==> src/rtl/instr_issue_unit.sv <==
// instr_issue_unit
//   Fetches instruction words from imem and issues them one per accepted ack.
//   After reset the word at RESET_ADDR is read as the start pc. LDM takes a
//   second fetch beat that is presented on imm. RET/RTI are followed by
//   FLUSH_CYCLES cycles with no fetch. A redirect reloads pc and discards
//   any ack arriving for the old fetch stream.
//
// Ports
//   clk, rst_n          clock, async active-low reset
//   imem_req/addr       fetch request (held until imem_ack) and its address
//   imem_ack/rdata      fetch completion and fetched word
//   stall               hazard hold
//   redirect_valid/pc   taken branch/call/return target
//   opcode/instr/imm    issued opcode, word and LDM immediate (registered)
//   imm_valid           second LDM beat on imm
//   issue_valid         real instruction issued this cycle
//   nop_signal          bubble indicator, always ~issue_valid
//   pc_out              address of the issued word
//
// state  | meaning
// VEC    | fetching the reset vector at RESET_ADDR
// FETCH  | fetching/issuing instruction words at pc
// IMM    | fetching the immediate word of an LDM
// FLUSH  | bubble countdown after RET/RTI, no fetch
module instr_issue_unit #(
    parameter logic [15:0] RESET_ADDR   = 16'h0000,
    parameter logic [4:0]  OP_LDM       = 5'b01100,
    parameter logic [4:0]  OP_RET       = 5'b10101,
    parameter logic [4:0]  OP_RTI       = 5'b10110,
    parameter int unsigned FLUSH_CYCLES = 2
) (
    input  logic        clk,
    input  logic        rst_n,
    output logic        imem_req,
    output logic [15:0] imem_addr,
    input  logic        imem_ack,
    input  logic [15:0] imem_rdata,
    input  logic        stall,
    input  logic        redirect_valid,
    input  logic [15:0] redirect_pc,
    output logic [4:0]  opcode,
    output logic [15:0] instr,
    output logic [15:0] imm,
    output logic        imm_valid,
    output logic        issue_valid,
    output logic        nop_signal,
    output logic [15:0] pc_out
);

    typedef enum logic [1:0] {
        S_VEC   = 2'd0,
        S_FETCH = 2'd1,
        S_IMM   = 2'd2,
        S_FLUSH = 2'd3
    } state_t;

    localparam logic [2:0] FLUSH_CNT = 3'(FLUSH_CYCLES);

    state_t      r_state, w_state_nxt;
    logic [15:0] r_pc, w_pc_nxt;
    logic [2:0]  r_cnt, w_cnt_nxt;
    logic        r_pending;
    logic        r_discard;
    logic [15:0] r_req_addr;

    logic [4:0]  r_opcode, w_opcode_nxt;
    logic [15:0] r_instr, w_instr_nxt;
    logic [15:0] r_imm, w_imm_nxt;
    logic [15:0] r_pc_out, w_pc_out_nxt;
    logic        r_issue_valid, w_issue_nxt;
    logic        r_imm_valid, w_immv_nxt;

    logic        w_req;
    logic        w_ack;
    logic        w_redir;
    logic        w_take;

    // A request that went out without an ack stays up regardless of stall.
    always_comb begin
        w_req = 1'b0;
        case (r_state)
            S_VEC:          w_req = 1'b1;
            S_FETCH, S_IMM: w_req = ~stall | r_pending;
            default:        w_req = r_pending;
        endcase
    end

    assign imem_req  = rst_n & w_req;
    assign imem_addr = r_pending ? r_req_addr :
                       (r_state == S_VEC) ? RESET_ADDR : r_pc;

    assign w_ack   = imem_ack & w_req;
    assign w_redir = redirect_valid & (r_state != S_VEC);
    // An ack is used only if no redirect is taken now and it does not
    // belong to a request issued before an earlier redirect.
    assign w_take  = w_ack & ~r_discard & ~w_redir;

    always_comb begin
        w_state_nxt  = r_state;
        w_pc_nxt     = r_pc;
        w_cnt_nxt    = r_cnt;
        w_opcode_nxt = r_opcode;
        w_instr_nxt  = r_instr;
        w_imm_nxt    = r_imm;
        w_pc_out_nxt = r_pc_out;
        w_issue_nxt  = 1'b0;
        w_immv_nxt   = 1'b0;

        if (r_state == S_VEC) begin
            if (w_ack) begin
                w_pc_nxt    = imem_rdata;
                w_state_nxt = S_FETCH;
            end
        end else if (w_redir) begin
            w_pc_nxt    = redirect_pc;
            w_cnt_nxt   = 3'd0;
            w_state_nxt = S_FETCH;
        end else begin
            case (r_state)
                S_FETCH: begin
                    if (w_take) begin
                        w_instr_nxt  = imem_rdata;
                        w_opcode_nxt = imem_rdata[15:11];
                        w_pc_out_nxt = r_pc;
                        w_issue_nxt  = 1'b1;
                        w_pc_nxt     = r_pc + 16'd1;
                        if (imem_rdata[15:11] == OP_LDM) begin
                            w_state_nxt = S_IMM;
                        end else if (imem_rdata[15:11] == OP_RET ||
                                     imem_rdata[15:11] == OP_RTI) begin
                            w_state_nxt = S_FLUSH;
                            w_cnt_nxt   = FLUSH_CNT;
                        end
                    end
                end
                S_IMM: begin
                    if (w_take) begin
                        w_imm_nxt    = imem_rdata;
                        w_immv_nxt   = 1'b1;
                        w_issue_nxt  = 1'b1;
                        w_pc_out_nxt = r_pc;
                        w_pc_nxt     = r_pc + 16'd1;
                        w_state_nxt  = S_FETCH;
                    end
                end
                S_FLUSH: begin
                    // Countdown ignores stall; a zero count cannot trap us here.
                    if (r_cnt <= 3'd1) begin
                        w_cnt_nxt   = 3'd0;
                        w_state_nxt = S_FETCH;
                    end else begin
                        w_cnt_nxt = r_cnt - 3'd1;
                    end
                end
                default: w_state_nxt = S_VEC;
            endcase
        end
    end

    always_ff @(posedge clk or negedge rst_n) begin
        if (!rst_n) begin
            r_state       <= S_VEC;
            r_pc          <= RESET_ADDR;
            r_cnt         <= 3'd0;
            r_pending     <= 1'b0;
            r_discard     <= 1'b0;
            r_req_addr    <= RESET_ADDR;
            r_opcode      <= 5'd0;
            r_instr       <= 16'd0;
            r_imm         <= 16'd0;
            r_pc_out      <= 16'd0;
            r_issue_valid <= 1'b0;
            r_imm_valid   <= 1'b0;
        end else begin
            r_state       <= w_state_nxt;
            r_pc          <= w_pc_nxt;
            r_cnt         <= w_cnt_nxt;
            r_pending     <= w_req & ~imem_ack;
            r_req_addr    <= imem_addr;
            if (w_ack) begin
                r_discard <= 1'b0;
            end else if (w_redir && w_req) begin
                r_discard <= 1'b1;
            end
            r_opcode      <= w_opcode_nxt;
            r_instr       <= w_instr_nxt;
            r_imm         <= w_imm_nxt;
            r_pc_out      <= w_pc_out_nxt;
            r_issue_valid <= w_issue_nxt;
            r_imm_valid   <= w_immv_nxt;
        end
    end

    assign opcode      = r_opcode;
    assign instr       = r_instr;
    assign imm         = r_imm;
    assign imm_valid   = r_imm_valid;
    assign issue_valid = r_issue_valid;
    assign nop_signal  = ~r_issue_valid;
    assign pc_out      = r_pc_out;

endmodule
==> config.mk <==
export PLATFORM = sky130hd
export DESIGN_NAME = instr_issue_unit
export DESIGN_NICKNAME = d
export VERILOG_FILES = /design/src/rtl/instr_issue_unit.sv
export SDC_FILE = /design/constraint.sdc
export NUM_CORES = 1
export LEC_CHECK = 0
export CORE_UTILIZATION = 45
export CTS_BUF_LIST = sky130_fd_sc_hd__clkbuf_16
export DETAILED_ROUTE_END_ITERATION = 7
export PLACE_DENSITY = 0.84
export SKIP_CTS_REPAIR_TIMING = 1
export SYNTH_ARGS = -nofsm -noshare
export SYNTH_HDL_FRONTEND = slang
export SYNTH_SLANG_ARGS = --single-unit
==> constraint.sdc <==
create_clock -name clk -period 2 [get_ports clk]
set_input_delay 0.2 -clock clk [delete_from_list [all_inputs] [get_ports clk]]
set_output_delay 0.2 -clock clk [all_outputs]
set_load 0.1 [all_outputs]
==> qor.yml, run 1 <==
run_status:
  status: "complete, but fails checks"
  violations: "negative hold slack, negative setup slack"
setup_path:
  crit_type: "flop to output port"
  end_kind: "output port"
  required_ns: 1.80
  arrival_ns: 1.86
  r2r-end: "r_cnt[2]"
  rrSetupSlack_ns: -0.06
  worst_setup_path_start_kind: "flop"
  ff2ff_path_depth: 9
  cp_max_fo: 4
  reg2reg_from: "r_state[1]"
worst_hold_path:
  hold_class: "input pin to async pin"
global_routing:
  grt_pass1_vias: 3644
  grt_use_met2: 0.381
  track_usage: 0.232
  grt_max_degree: 90
  busiest_layer: "met2"
  grt_overflow: 0
  grt_pass1_wl_um: 18400
  gr-usage-met3: 0.0397
  grtUsageMet1: 0.311
  antenna_found_initial: 0
flow_run:
  cap_violations: 0
die:
  die_h_um: 102
  rows: 36
  core-area_um2: 9770
  initial_core_util: 0.463
  ios: 110
  die_x_um: 102
  dieArea_um2: 10500
sta:
  clock.fmax_ghz: 0.485
  whs_ns: -0.0395
  period_minus_slack_ns: 2.06
  period_share: 1.03
  drv_slew: 0
  fin_skew_ns: 0.00534
  setup_viol: 44
  layout_setup_ws_ns: -0.0628
  maxSlewHeadroom: 0.690
  finalHoldViolCount: 89
  rsz0062_at_grt: "true"
  worst_pin_slew_ns: 0.459
synth:
  syn_nets: 461
  async_reset_ff_frac: 1.00
  synth_top_area_cell: "dfrtp_1"
  synthTopCellsByArea: "dfrtp_1 (49%), mux2_4 (9.6%), o21ai_0 (5.7%)"
  synth_edf_count: 0
  synth_top_area_frac: 0.492
  syn_area_um2: 4530
  synth-main-ff-cell: "dfrtp_1"
  postSynthAreaPerCell_um2: 10.9
  ys_ff_latch: 89
  syn_inst: 415
  synth_warnings: 0
  yosysUniqueCellTypes: 58
  seq_area_frac_synth: 0.492
drt:
  wl_um: 12100
  drt-wirelength-per-cell_um: 17.7
  via_per_inst: 5.50
  drcViolationCount: 0
  drt-pass1-iter-count: 6
  drtAntennaViolNets: 0
  drt_iter0_drc: 257
  vias: 3769
place:
  dp_slack_ns: 0.0375
  dp.cells: 657
  place.port_buffers: 109
  place_hpwl_um: 8330
  gp_congestion: 0.894
layout:
  nets: 593
  antenna_cells: 0
  syn2layout_area_growth_pct: 45.7
  register_area_um2: 2230
  final_cell_count_no_fill: 685
  drive_gt1_frac: 0.400
  multiInputGateArea_um2: 2320
  nFillCells: 698
clock_network:
  htree_levels: 3
  root_buffer: "clkbuf_16"
  cts.path.max_buffers: 2
  clk_pin_slew_ns: 0.06
  numCtsBuffers: 9
  clk_latency_ns: 0.34
  cts_tree: "done"
  cts.sinks: 89
-- registers in the layout (all words and copies together), names as in the netlist --
signal and cells:
r_pending 1, pc_out 16, imm 16, instr 11, opcode 5, imm_valid 1
r_cnt 3, r_req_addr 16, r_pc 16, r_discard 1, issue_valid 1, r_state 2
-- Yosys cell counts (all sizes together), types with 2 or more instances --
master  number
buf         19
nor3         6
xnor2        2
nor2        30
mux2i        3
nor2b        5
a41oi        2
o22ai        3
nand2b      17
a21o         2
nand2       44
or2          3
mux2        49
a31oi        7
nand4        4
and4         2
clkbuf      12
a22oi        2
nand3        7
nor4b        2
o21ai       52
ha           9
inv          7
a22o         2
o21a         2
dfrtp       89
a21oi       14
and3         3
-- through the flow --
step | area [µm²] | setup TNS [ns] | utilization
floorplan | 4730 | -0.123 | -
global placement | 6130 | 0 | 0.628
detailed placement | 6130 | 0 | 0.628
CTS | 6450 | -1.04 | 0.659
global route | 6600 | -4.20 | 0.675
finish | 6600 | -0.868 | 0.675
-- metal layers --
layer | share of wire | vias to the layer above
met2 | 0.50 | 150
met5 | 0 | -
met3 | 0.046 | 18
met4 | 0.017 | 0
li1 | - | 1724
met1 | 0.43 | 1877
-- area by class of cell --
class                   count  area share
clock buffers               9      0.0341
clock inverters             7      0.0131
inverters                   7     0.00398
multi-input cells         288       0.351
flip-flops and latches     89       0.338
well taps                 133      0.0252
repair buffers            152       0.234
-- worst max path at each step --
stage,start,endpoint,slack (ns),cells past startpoint
finish,r_state[1],imem_req,-0.06,7
global route,r_state[0],r_cnt[2],-0.12,9
floorplan,r_state[1],r_req_addr[0],-0.07,5
CTS,r_state[1],imem_req,-0.20,7
global placement,r_state[0],pc_out[15],0.06,8
detailed placement,r_state[1],pc_out[14],0.04,8
-- logic make-up (layout without fill, tap and decap cells) --
kind of cell / count (synthesis) / after routing / share of synthesized area
adders and majority gates: 9 / 9 / 0.0249
and+or+nand+nor: 127 / 127 / 0.150
muxes: 52 / 52 / 0.153
AOI/OAI and AO/OA: 97 / 97 / 0.128
xor gates and xnor gates: 3 / 3 / 0.00581
DFF: 89 / 89 / 0.492
buffers and inverters: 38 / 175 / 0.0467
-- critical path, cell delays in order (launching register included) --
cell and delay, ns:
dfrtp_1 0.41, inv_2 0.09, ha_4 0.20, or2_4 0.24, a21oi_4 0.20, nor2b_4 0.07, and2_4 0.15, buf_12 0.16
-- layout by cell type (no fill, tap or decap), types with 7 or more instances in the layout --
master / synthesis / layout
dfrtp_1: 89 / 88
buf_4: 6 / 87
nand2_1: 44 / 44
o21ai_0: 52 / 36
clkdlybuf4s50_1: 0 / 35
nor2_1: 29 / 29
mux2_4: 29 / 29
buf_12: 0 / 24
mux2_2: 20 / 20
o21ai_4: 0 / 14
nand2b_1: 16 / 13
a21oi_1: 13 / 13
clkbuf_16: 0 / 9
ha_1: 9 / 8
a31oi_1: 7 / 7
Power of run 1 is not shown: default switching activity piles up to over one toggle a cycle in this logic, so the estimate is an artifact.
==> run 2, diff against run 1 <==
--- a/config.mk
+++ b/config.mk
@@ -5,6 +5,7 @@
 export SDC_FILE = /design/constraint.sdc
 export NUM_CORES = 1
 export LEC_CHECK = 0
+export CORE_ASPECT_RATIO = 1.2
 export CORE_UTILIZATION = 45
 export CTS_BUF_LIST = sky130_fd_sc_hd__clkbuf_16
 export DETAILED_ROUTE_END_ITERATION = 7
==> qor.yml, run 2 (same netlist as run 1, synthesis figures left out) <==
setup_path:
  cp_max_fo: 6  # +2
  required_ns: 2.22  # +0.42 ns
  cpLargestDelayFamily: "simple AND/OR/NAND/NOR gates"
  end_kind: "flop"
  crit_type: "flop to flop"
  worst-path-buf-inv: 3  # +1
  worst_setup_path_start_kind: "flop"
  path_cells: "inv_2 > ha_4 > or2_4 > a21oi_4 > buf_4 > nor2_4 > nand3_4 > buf_12 > mux2_2"
  slowest_delay_ns: 0.44  # +0.03 ns
  arrival_ns: 2.40  # +0.54 ns
  cpMaxStageDelayCell: "dfrtp_1"
sta:
  maxSlewHeadroom: 0.682  # -0.00815
  clock.fmax_ghz: 0.459  # -5.4%
  worst_pin_slew_ns: 0.477  # +0.0182 ns
  finalHoldViolCount: 0  # -100%
  rsz0062_at_grt: "true"
  drv_slew: 0  # unchanged
  setup_viol: 61  # +39%
  fin_skew_ns: 0.00899  # +0.00365 ns
  layout_setup_ws_ns: -0.181  # -0.118 ns
  period_share: 1.09  # +0.0590
  period_minus_slack_ns: 2.18  # +0.118 ns
run_status:
  violations: "negative setup slack"
  status: "complete, but fails checks"
clock_network:
  numCtsBuffers: 9  # unchanged
  htree_levels: 3  # unchanged
  cts_tree: "done"
  cts.sinks: 89  # unchanged
  root_buffer: "clkbuf_16"
  cts.path.max_buffers: 2  # unchanged
  clk_pin_slew_ns: 0.06  # about the same
  clk_latency_ns: 0.34  # about the same
global_routing:
  antenna_found_initial: 0  # unchanged
  grt_pass1_wl_um: 18300  # -0.89%
  grt_overflow: 0  # unchanged
  grt_pass1_vias: 3597  # -1.3%
  track_usage: 0.228  # -0.00359
  grt_max_degree: 90  # unchanged
layout:
  nFillCells: 656  # -6.0%
  drive_gt1_frac: 0.404  # +0.00366
  antenna_cells: 0  # unchanged
  fin_area_um2: 6660  # +0.97%
  syn2layout_area_growth_pct: 47.1
  mostFrequentLayoutCell: "dfrtp_1"
  nets: 589  # -0.67%
  final_cell_count_no_fill: 670  # -2.2%
  layout_common_cells: "dfrtp_1 (87), buf_4 (81), nand2_1 (44)"
drt:
  drt-wirelength-per-cell_um: 19.4  # +9.8%
  top_layer: "met4"
  vias: 3871  # +2.7%
  drt_iter0_drc: 395  # +54%
  wl_um: 13000  # +7.4%
  route.met3.wl_um: 678  # +21%
  wl_met1_um: 4960  # -5.6%
  drt-pass1-iter-count: 6  # unchanged
  via_per_inst: 5.78  # +5.0%
  drcViolationCount: 0  # unchanged
  drtAntennaViolNets: 0  # unchanged
  wl_met2_um: 6900  # +13%
place:
  placedInstanceArea_um2: 5970  # -2.7%
  gp_congestion: 0.809  # -9.6%
  dp.cells: 635  # -3.3%
  place_hpwl_um: 8420  # +1.1%
  place.port_buffers: 109  # unchanged
die:
  initial_core_util: 0.469  # +0.00540
  rows: 39  # +8.3%
  die_h_um: 112  # +9.4%
  dieArea_um2: 10500  # about the same
  core-area_um2: 9660  # -1.2%
  ios: 110  # unchanged
  die_x_um: 93.6  # -8.5%
flow_run:
  cap_violations: 0  # unchanged
worst_hold_path:
  hold_class: "input pin to async pin"
[run 2: changes by cell type in the layout (fill, tap and decap cells not counted), sizes merged]
cell          delta
bufinv           -1
clkinvlp         +1
dlygate4sd3      +1
inv              +1
clkinv           -2
dlymetal6s2s     +1
buf              -7
clkbuf           +1
[run 2: final timing paths]
path | cells after the start | startpoint | endpoint | slack (ns)
min reg2reg | 1 | imm[9] | imm[9] | 0.52
min | 3 | rst_n | opcode[4] | 0.50
max | 9 | r_state[1] | imm[5] | -0.18
max reg2reg | 9 | r_state[1] | imm[5] | -0.18
max in group asynchronous | 3 | rst_n | r_pending | 1.09
min in group clk | 1 | imm[9] | imm[9] | 0.52
[run 2: cell type report]
| cell class | count | area, µm² | share of cell area |
|---|---|---|---|
| multi-input combinational | 288 | 2400 | 0.361 |
| inverter | 7 | 26.3 | 0.00395 |
| clock inverter | 6 | 52.6 | 0.00789 |
| sequential | 89 | 2230 | 0.335 |
| clock buffer | 9 | 225 | 0.0338 |
| tap | 123 | 154 | 0.0231 |
| timing repair buffer | 148 | 1570 | 0.236 |
[run 2: metal layers]
layer	global-route usage	up-vias
met2	0.389	191
li1	-	1713
met1	0.282	1915
met4	0.0995	0
met3	0.0383	52
met5	0	-
[run 2: tightest hold or removal path, delay by kind of cell]
family	cells	cell delay [ns]
buf+inv	3	1.07
[run 2: through the flow]
stage,hold slack [ns],TNS (ns),utilization,worst slack [ns]
after floorplan,-0.0956,-0.123,-,-0.0696
after global placement,0.301,0,0.618,0.00274
after detailed placement,0.309,-3.46,0.618,-0.132
after CTS,-0.0548,-5.15,0.647,-0.280
after global routing,0.534,-8.11,0.689,-0.203
final,0.502,-5.71,0.689,-0.181
Power of run 2 is left out for the same reason.
==> run 3, diff against run 2 <==
--- a/config.mk
+++ b/config.mk
@@ -6,10 +6,10 @@
 export NUM_CORES = 1
 export LEC_CHECK = 0
 export CORE_ASPECT_RATIO = 1.2
-export CORE_UTILIZATION = 45
+export CORE_UTILIZATION = 35
 export CTS_BUF_LIST = sky130_fd_sc_hd__clkbuf_16
 export DETAILED_ROUTE_END_ITERATION = 7
-export PLACE_DENSITY = 0.84
+export PLACE_DENSITY = 0.69
 export SKIP_CTS_REPAIR_TIMING = 1
 export SYNTH_ARGS = -nofsm -noshare
 export SYNTH_HDL_FRONTEND = slang
==> qor.yml, run 3 (same netlist as run 1, synthesis figures left out) <==
run_status:
  status: "complete, but fails checks"
  violations: "negative setup slack"
drt:
  drt-pass1-iter-count: 4  # -2
  via_per_inst: 5.03  # -13%
  drtAntennaViolNets: 0  # unchanged
  drt_iter0_drc: 170  # -57%
  drt-wirelength-per-cell_um: 16.4  # -16%
  drcViolationCount: 0  # unchanged
  vias: 3629  # -6.3%
  wl_um: 11800  # -9.0%
die:
  initial_core_util: 0.359  # -0.110
  die_x_um: 106  # +13%
  die_h_um: 127  # +13%
  dieArea_um2: 13400  # +28%
  rows: 45  # +15%
  core-area_um2: 12600  # +31%
  ios: 110  # unchanged
flow_run:
  cap_violations: 0  # unchanged
sta:
  period_minus_slack_ns: 2.11  # -0.0675 ns
  finalHoldViolCount: 0  # unchanged
  clock.fmax_ghz: 0.473  # +3.2%
  rsz0062_at_grt: "true"
  fin_skew_ns: 0.00494  # -0.00406 ns
  setup_viol: 50  # -18%
  layout_setup_ws_ns: -0.113  # +0.0675 ns
  maxSlewHeadroom: 0.674  # -0.00765
  period_share: 1.06  # -0.0337
  worst_pin_slew_ns: 0.489  # +0.0115 ns
  drv_slew: 0  # unchanged
setup_path:
  path_cells: "inv_2 > ha_4 > or2_4 > a21oi_4 > buf_4 > nor2_4 > nand3_4 > buf_12 > mux2_2"
  cpLargestDelayFamily: "flip-flops"
  rrSetupSlack_ns: -0.11  # +0.07 ns
  cp_max_fo: 11  # +5
  ff2ff_path_depth: 9  # unchanged
  slowest_delay_ns: 0.41  # -0.03 ns
  cpMaxStageDelayCell: "dfrtp_1"
  worst-path-buf-inv: 3  # unchanged
  r2r-end: "imm[6]"
  end_kind: "flop"
  crit_type: "flop to flop"
  reg2reg_from: "r_state[0]"
  arrival_ns: 2.34  # -0.06 ns
  required_ns: 2.22  # about the same
  worst_setup_path_start_kind: "flop"
clock_network:
  clk_latency_ns: 0.34  # about the same
  numCtsBuffers: 9  # unchanged
  cts.path.max_buffers: 2  # unchanged
  cts.sinks: 89  # unchanged
  cts_tree: "done"
  clk_pin_slew_ns: 0.06  # about the same
  htree_levels: 3  # unchanged
  root_buffer: "clkbuf_16"
global_routing:
  antenna_found_initial: 0  # unchanged
  grt_pass1_wl_um: 18400  # +0.90%
  track_usage: 0.176  # -0.0519
  grt_pass1_vias: 3620  # +0.64%
  grt_max_degree: 90  # unchanged
  grt_overflow: 0  # unchanged
layout:
  nFillCells: 1095  # +67%
  syn2layout_area_growth_pct: 48.9
  antenna_cells: 0  # unchanged
  layout_common_cells: "buf_4 (93), dfrtp_1 (88), nand2_1 (44)"
  fin_area_um2: 6740  # +1.2%
  drive_gt1_frac: 0.414  # +0.00996
  mostFrequentLayoutCell: "buf_4"
  nets: 600  # +1.9%
place:
  place_hpwl_um: 8510  # +1.1%
  gp_congestion: 0.897  # +11%
  placedInstanceArea_um2: 6180  # +3.5%
  place.port_buffers: 109  # unchanged
worst_hold_path:
  hold_class: "input pin to async pin"
## run 3: per-stage QoR
| step | hold WS (ns) | worst slack (ns) | setup TNS, ns | cells | utilization |
|---|---|---|---|---|---|
| floorplan | -0.0956 | -0.0696 | -0.123 | 415 | - |
| finish | 0.464 | -0.113 | -3.73 | 722 | 0.535 |
| CTS | -0.0403 | -0.219 | -1.00 | 707 | 0.516 |
| detailed placement | 0.322 | -0.0515 | -0.267 | 692 | 0.490 |
| global route | 0.531 | -0.180 | -8.50 | 722 | 0.535 |
| global placement | 0.317 | 0.000591 | 0 | 692 | 0.490 |
## run 3: area by class of cell
cell class	count	area, µm²	area share
tap	164	205	0.0304
inverter	7	26.3	0.00390
clock inverter	6	108	0.0160
sequential	89	2230	0.331
clock buffer	9	225	0.0334
timing repair buffer	159	1610	0.239
multi-input combinational	288	2340	0.347
## run 3: per-layer routing
metal / up-vias / track usage / part of all wire
met5: - / 0 / 0
met4: 0 / 0.0752 / 0.024
met3: 20 / 0.0349 / 0.029
met2: 80 / 0.301 / 0.52
met1: 1797 / 0.216 / 0.42
li1: 1732 / - / -
## run 3: worst reg2reg max path, delay by kind of cell (launching register included)
family / cells / cell delay [ns]
AND/OR/NAND/NOR: 3 / 0.38
adder cells (fa/ha/maj): 1 / 0.24
buffers and inverters: 3 / 0.40
AO/OA/AOI/OAI: 1 / 0.21
flip-flops: 1 / 0.41
multiplexers: 1 / 0.35
## run 3: worst max-delay path by stage
stage          slack (ns)  depth (start not counted)      startpoint             to
2_1_floorplan       -0.07                          5      r_state[1]  r_req_addr[0]
3_3_place_gp       0.0006                          6  imem_rdata[11]       r_cnt[2]
3_5_place_dp        -0.05                          7      r_state[0]         imm[6]
4_1_cts             -0.22                          7      r_state[1]       imem_req
5_1_grt             -0.18                          9      r_state[0]         imm[6]
6_report            -0.11                          9      r_state[0]         imm[6]
Power of run 3 is left out for the same reason.
